**src/rtl/timer.sv**
```systemverilog
`default_nettype none
// ============================================================================
// Module   : timer
// Purpose  : Two-stage programmable interval timer with an 8-bit register
//            interface. A prescaled tick advances cnt1 (0..N1). Each cnt1
//            wrap advances cnt2 (0..N2). tout_10 pulses when cnt1 == CMP.
//            tout_100 pulses when, in addition, cnt2 == N2.
// Ports    : clk      - system clock
//            rst      - asynchronous active-high reset
//            sel      - tick select (0: every clk, 1: every 2nd clk)
//            write    - register write strobe
//            read     - register read enable
//            addr     - register address (00 STARTSTOP, 01 TIMER1, 10 TIMER2)
//            wdata    - write data
//            rdata    - read data (combinational, 0x00 when not reading)
//            tout_10  - first-stage one-clk timeout pulse
//            tout_100 - second-stage one-clk timeout pulse
// Config   : TIMER_CLKSEL_EN - when defined, sel selects a /2 tick prescaler.
//            When undefined, sel is ignored and the tick occurs on every clk.
// Revision : 1.0 - initial release
// ============================================================================
module timer (
  input  logic       clk,
  input  logic       rst,
  input  logic       sel,
  input  logic       write,
  input  logic       read,
  input  logic [1:0] addr,
  input  logic [7:0] wdata,
  output logic [7:0] rdata,
  output logic       tout_10,
  output logic       tout_100
);

  localparam logic [1:0] C_ADDR_CTRL = 2'b00;
  localparam logic [1:0] C_ADDR_TMR1 = 2'b01;
  localparam logic [1:0] C_ADDR_TMR2 = 2'b10;

  // Register file
  logic       start_q;
  logic       cntclr_q;
  logic [7:0] tmr1_q;
  logic [7:0] tmr2_q;

  always_ff @(posedge clk or posedge rst) begin
    if (rst) begin
      start_q  <= 1'b0;
      cntclr_q <= 1'b0;
      tmr1_q   <= 8'h99;
      tmr2_q   <= 8'h99;
    end else if (write) begin
      case (addr)
        C_ADDR_CTRL: begin
          start_q  <= wdata[0];
          cntclr_q <= wdata[7];
        end
        C_ADDR_TMR1: tmr1_q <= wdata;
        C_ADDR_TMR2: tmr2_q <= wdata;
        default: ;
      endcase
    end
  end

  // Reads come straight from the register outputs, so a write in the same
  // cycle is not yet visible.
  always_comb begin
    rdata = 8'h00;
    if (read) begin
      case (addr)
        C_ADDR_CTRL: rdata = {cntclr_q, 6'b000000, start_q};
        C_ADDR_TMR1: rdata = tmr1_q;
        C_ADDR_TMR2: rdata = tmr2_q;
        default:     rdata = 8'h00;
      endcase
    end
  end

  logic [3:0] n1;
  logic [3:0] n2;
  logic [3:0] cmp;
  logic       run;
  logic       tick;

  assign n1  = tmr1_q[3:0];
  assign n2  = tmr1_q[7:4];
  assign cmp = tmr2_q[3:0];
  assign run = start_q & ~cntclr_q;

`ifdef TIMER_CLKSEL_EN
  // Toggle divider: the tick fires on the clk where div_q is 1. It is held at
  // 0 while cleared, so the first tick at sel=1 lands on the second clk.
  logic div_q;

  always_ff @(posedge clk or posedge rst) begin
    if (rst) begin
      div_q <= 1'b0;
    end else if (cntclr_q) begin
      div_q <= 1'b0;
    end else if (run) begin
      div_q <= ~div_q;
    end
  end

  assign tick = sel ? div_q : 1'b1;
`else
  logic unused_sel;
  assign unused_sel = sel;
  assign tick       = 1'b1;
`endif

  // Counters and output pulse generation
  logic [3:0] cnt1_q, cnt1_d;
  logic [3:0] cnt2_q, cnt2_d;
  logic       t10_q,  t10_d;
  logic       t100_q, t100_d;
  logic       wrap1;
  logic       hit;

  always_comb begin
    cnt1_d = cnt1_q;
    cnt2_d = cnt2_q;
    t10_d  = 1'b0;
    t100_d = 1'b0;
    // ">=" rather than "==" so a count stranded above a newly lowered N1
    // wraps on the next tick instead of running through 15.
    wrap1  = (cnt1_q >= n1);
    // CMP beyond N1 is an unreachable phase; suppress a stray match on a
    // count left over from a larger N1.
    hit    = (cnt1_q == cmp) && (cmp <= n1);
    if (cntclr_q) begin
      cnt1_d = 4'd0;
      cnt2_d = 4'd0;
    end else if (run && tick) begin
      cnt1_d = wrap1 ? 4'd0 : cnt1_q + 4'd1;
      if (wrap1) begin
        cnt2_d = (cnt2_q >= n2) ? 4'd0 : cnt2_q + 4'd1;
      end
      t10_d  = hit;
      t100_d = hit && (cnt2_q == n2);
    end
  end

  always_ff @(posedge clk or posedge rst) begin
    if (rst) begin
      cnt1_q <= 4'd0;
      cnt2_q <= 4'd0;
      t10_q  <= 1'b0;
      t100_q <= 1'b0;
    end else begin
      cnt1_q <= cnt1_d;
      cnt2_q <= cnt2_d;
      t10_q  <= t10_d;
      t100_q <= t100_d;
    end
  end

  assign tout_10  = t10_q;
  assign tout_100 = t100_q;

endmodule
`default_nettype wire

```
**config.mk**
```make
export PLATFORM = sky130hd
export DESIGN_NAME = timer
export DESIGN_NICKNAME = d
export VERILOG_FILES = /design/src/rtl/timer.sv
export SDC_FILE = /design/constraint.sdc
export NUM_CORES = 1
export LEC_CHECK = 0
export BUFFER_PORTS_ARGS = -buffer_cell sky130_fd_sc_hd__buf_2
export CORE_MARGIN = 3
export CORE_UTILIZATION = 43
export DETAILED_ROUTE_END_ITERATION = 8
export PLACE_DENSITY_LB_ADDON = 0.15
export REMOVE_ABC_BUFFERS = 1
export SLEW_MARGIN = 20
export SYNTH_ARGS = -nofsm -noshare
export SYNTH_HDL_FRONTEND = slang
export SYNTH_SLANG_ARGS = --single-unit
```
**constraint.sdc**
```tcl
create_clock -name clk -period 2.71 [get_ports clk]
set_input_delay 0.542 -clock clk [delete_from_list [all_inputs] [get_ports clk]]
set_output_delay 0.542 -clock clk [all_outputs]
set_load 0.01 [all_outputs]
```
After elaboration in Yosys (flattened, before gate mapping)
Index checks and enable logic that the tools add are counted.
{ "classes": {"add_sub_neg": 2, "magnitude_cmp": 3, "eq_ne": 4, "mux": 13, "bitwise": 2, "n_reduce_logical": 9} }
{ "ops": {"columns": ["op", "n"], "rows": [
  ["4-bit 2-to-1 mux", 7],
  ["8-bit case mux with 3 select lines", 1],
  ["4-bit by 1-bit adder with 4-bit output (second input constant)", 2],
  ["4-bit == test", 2],
  ["4-bit >= comparator", 2],
  ["8-bit 2-to-1 mux", 1],
  ["2-bit AND reduction", 4],
  ["4-bit <= comparator", 1],
  ["1-bit 2-to-1 mux", 4],
  ["2-bit nonzero test", 2],
  ["2-bit by 1-bit == test with 1-bit output (second input constant)", 1],
  ["2-bit == test (second input constant)", 1],
  ["1-bit logical AND", 2],
  ["2-bit logical NOT", 1],
  ["1-bit AND", 1],
  ["1-bit inverter", 1]
]} }
{ "totals": {"reg_bits": 28, "in_bits": 15, "out_inout_bits": 10, "wordCells": 41} }

Longest topological paths before layout
{ "logic_depth": {"depth_word": 5, "ltp_mapped": 7, "ltp_nobuf": 7} }

Worst setup path before layout
Ideal clock, no wire load.
{ "synth_path": {"path_type": "register -> register", "start": "register tmr1_q[3]", "end": "register cnt2_q[2]", "setup_time_ns": 0.124, "t_arrival_ns": 1.556, "required_time_ns": 2.586, "slack_ns": 1.029, "path_stages_with_launch": 7, "path_buffers": 0, "period_less_slack_ns": 1.681, "cell_sequence": "dfstp_2 inv_1 ha_1 a211o_1 o22a_2 nand4b_1 nand3_1"} }
{ "synth_via": {"elab_chain_len": 3} }
{ "synth_rtl": {"columns": ["element", "line_no", "rtl"], "rows": [
  ["start: declaration", "42", "logic [7:0] tmr1_q;"],
  ["start signal: assignment", "57", "C_ADDR_TMR1: tmr1_q <= wdata;"],
  ["4-bit >= comparator", "126", "wrap1 = (cnt1_q >= n1);"],
  ["2-bit nonzero test (no source line)", null, null],
  ["2-bit AND reduction (no source line)", null, null],
  ["end signal: assignment", "151", "cnt2_q <= cnt2_d;"],
  ["end: declaration", "113", "logic [3:0] cnt2_q, cnt2_d;"]
]} }
No other way between the ends.
A chain may end at the register's enable or synchronous reset.

Worst setup path after layout
{ "layout_path": {"start": "input port addr[0]", "end": "output port rdata[7]"} }
{ "layout_via": {"elab_chain_len": 3, "word_cells_on_any_way": 5, "classes_between": "eq/ne (2); mux (2); reduce/logical (1)"} }
{ "layout_rtl": {"columns": ["element", "line_no", "rtl"], "rows": [
  ["start: declaration", "28", "input logic [1:0] addr,"],
  ["2-bit == test (tied with other cells)", "69", "case (addr)"],
  ["8-bit case mux with 3 select lines (*)", "69", null],
  ["8-bit 2-to-1 mux (*)", "68", "if (read) begin"],
  ["end: declaration", "30", "output logic [7:0] rdata,"]
]} }
Mark *: on every way between the ends. The rest lies on a longest branch, timed or not.

==> impl_metrics.tcl <==
set metrics [dict create \
    status "finished clean" \
    nets 210 \
    clk_pin_slew_ps 90 \
    hold_violations 0 \
    cellLeakagePower_nw 0.932 \
    h-tree-depth 1 \
    antenna_cells 0 \
    final_util 0.515 \
    cts_hold_buf 0 \
    fin_hold_ws_ps 308 \
    antenna_found_initial 0 \
    area_growth_pct 13.7 \
    highest_layer "met4" \
    cp-end-kind "primary output" \
    power_mw 1.40 \
    clk_latency_ps 270 \
    max_freq_mhz 474 \
    yosysMostFrequentCell "dfrtp_1" \
    clk_path_buf_depth 2 \
    report.final.slew_viol_count 0 \
    dieHeight_um 68.6 \
    async_flop_share 1.00 \
    gp_congestion 0.792 \
    synth_ff_type "dfrtp_1" \
    max_slew_margin 0.745 \
    syn-cell-area_sq_um 1680 \
    cts_buffers 3 \
    synth_cell_types 35 \
    crit_required_ps 2170 \
    path_class "primary input to primary output" \
    synthTopCellsByArea "dfrtp_1 (30%), dfstp_2 (12%), ha_1 (10%)" \
    skew_ps 0.958 \
    setup_violations 0 \
    grt_max_degree 29 \
    finalCritPeriodShare 0.778 \
    dr.pass1.iters 4 \
    grtUsageTotal 0.165 \
    initial_core_util 0.453 \
    synth_edf_count 0 \
    num_vias 1213 \
    wl_met2_um 1710 \
    wl_um 3370 \
    hold_class "primary input to asynchronous set/reset pin" \
    cts.sinks 28 \
    portBuffers 23 \
    powerDensity_nw_per_um2 733 \
    worst_slew_pin_slew_ps 382 \
    ys_warn_count 0 \
    cts_setup_buffers 0 \
    wire_per_inst_um 14.8 \
    cts_resized 0 \
    fin_cells 228 \
    setup_tns_ps 0 \
    path_max_fanout 5 \
    drc 0 \
    yosys.area.top_type "dfrtp_1" \
    synth_area_per_cell_sq_um 11.0 \
    overflow 0 \
    m1WireLength_um 1520 \
    wl_met3_um 87 \
    grt_pass1_wl_um 5730 \
    cts_tree "done" \
    critPathLaunchType "primary input" \
    post-place-cells 224 \
    die_w_um 68.6 \
    core_area_sq_um 3720 \
    period_needed_ps 2110 \
    synth_top_area_frac 0.297 \
    drt_iter0_drc 68 \
    drive_gt1_frac 0.339 \
    synth_seq_cells 28 \
    synth_common_cells "dfrtp_1 (20), ha_1 (14), inv_1 (13)" \
    hpwlAfterDp_um 2600 \
    clock-root-buffer "clkbuf_8" \
    netlist_instances 153 \
    via_per_inst 5.32 \
    drtAntennaViolNets 0 \
    cp.arrival_ps 1570 \
    grt_pass1_vias 1181 \
    rsz0062_at_grt "no" \
    io_pins 25 \
    worst_ir_drop_vdd_v 0.000378 \
    n_fill_cell 368 \
    yosysSeqAreaShare 0.422 \
    die_area_sq_um 4700 \
    drv_cap 0 \
    rows 22 \
]
-- final timing paths --
path	start	end	slack (ps)	cells past startpoint
min	rst	cnt1_q[2]	310	3
max	addr[0]	rdata[7]	600	7
min reg2reg	tmr2_q[5]	tmr2_q[5]	520	1
max in group asynchronous	rst	tmr1_q[3]	2090	3
min in group clk	wdata[5]	tmr1_q[5]	510	2
max reg2reg	tmr1_q[3]	cnt2_q[3]	880	6
-- report_power, final --
part | switching [mW] | internal, mW
Clock | 0.128 | 0.130
Sequential | 0.114 | 0.529
Combinational | 0.246 | 0.255
Total | 0.488 | 0.914
-- per-stage QoR --
stage / instance area (sq um) / worst slack [ps]
2_1_floorplan: 1660 / 862
3_3_place_gp: 1860 / 613
3_5_place_dp: 1860 / 617
4_1_cts: 1910 / 599
5_1_grt: 1910 / 465
6_report: 1910 / 601
-- routing by layer --
layer | vias up | GRT usage
li1 | 596 | -
met1 | 597 | 0.215
met2 | 15 | 0.280
met3 | 5 | 0.0243
met4 | 0 | 0.0546
met5 | - | 0
-- cell families (layout without fill, tap and decap cells) --
group | Yosys count | count (layout) | share of synthesized area
flops | 28 | 28 | 0.422
fa+ha+maj | 14 | 14 | 0.104
simple gates | 44 | 44 | 0.149
buf+inv | 16 | 43 | 0.0424
mux | 20 | 20 | 0.150
xor+xnor | 6 | 6 | 0.0312
compound gates | 25 | 25 | 0.100
-- flip-flops by register name (all words and copies together) (netlist names) --
name	cells
tmr1_q	8
tmr2_q	8
cnt1_q	4
cnt2_q	4
cntclr_q	1
start_q	1
tout_10	1
tout_100	1
-- cells in the final DEF (no fill, tap or decap), drive strengths merged, types with 3 or more instances in the layout --
cell type / n
nor2: 5
nand3: 6
and2: 3
a21oi: 5
inv: 13
xnor2: 5
nand2: 10
dfstp: 8
o21ai: 7
nor2b: 9
ha: 14
buf: 26
mux2: 18
a22oi: 6
clkbuf: 4
dfrtp: 20
-- worst max-delay path: stages --
cell	delay (ps)
buf_2	120
nor2b_1	330
buf_4	210
nand2_1	50
o21ai_0	50
and2_1	140
buf_2	120
-- cell type report --
class / count / area, sq um / area share
well taps: 48 / 60.1 / 0.0314
repair buffers: 26 / 138 / 0.0719
clock buffers: 4 / 55.1 / 0.0288
inverters: 13 / 48.8 / 0.0255
multi-input cells: 109 / 901 / 0.471
flip-flops and latches: 28 / 711 / 0.371
Note: power is estimated with default switching activity, not from simulation.
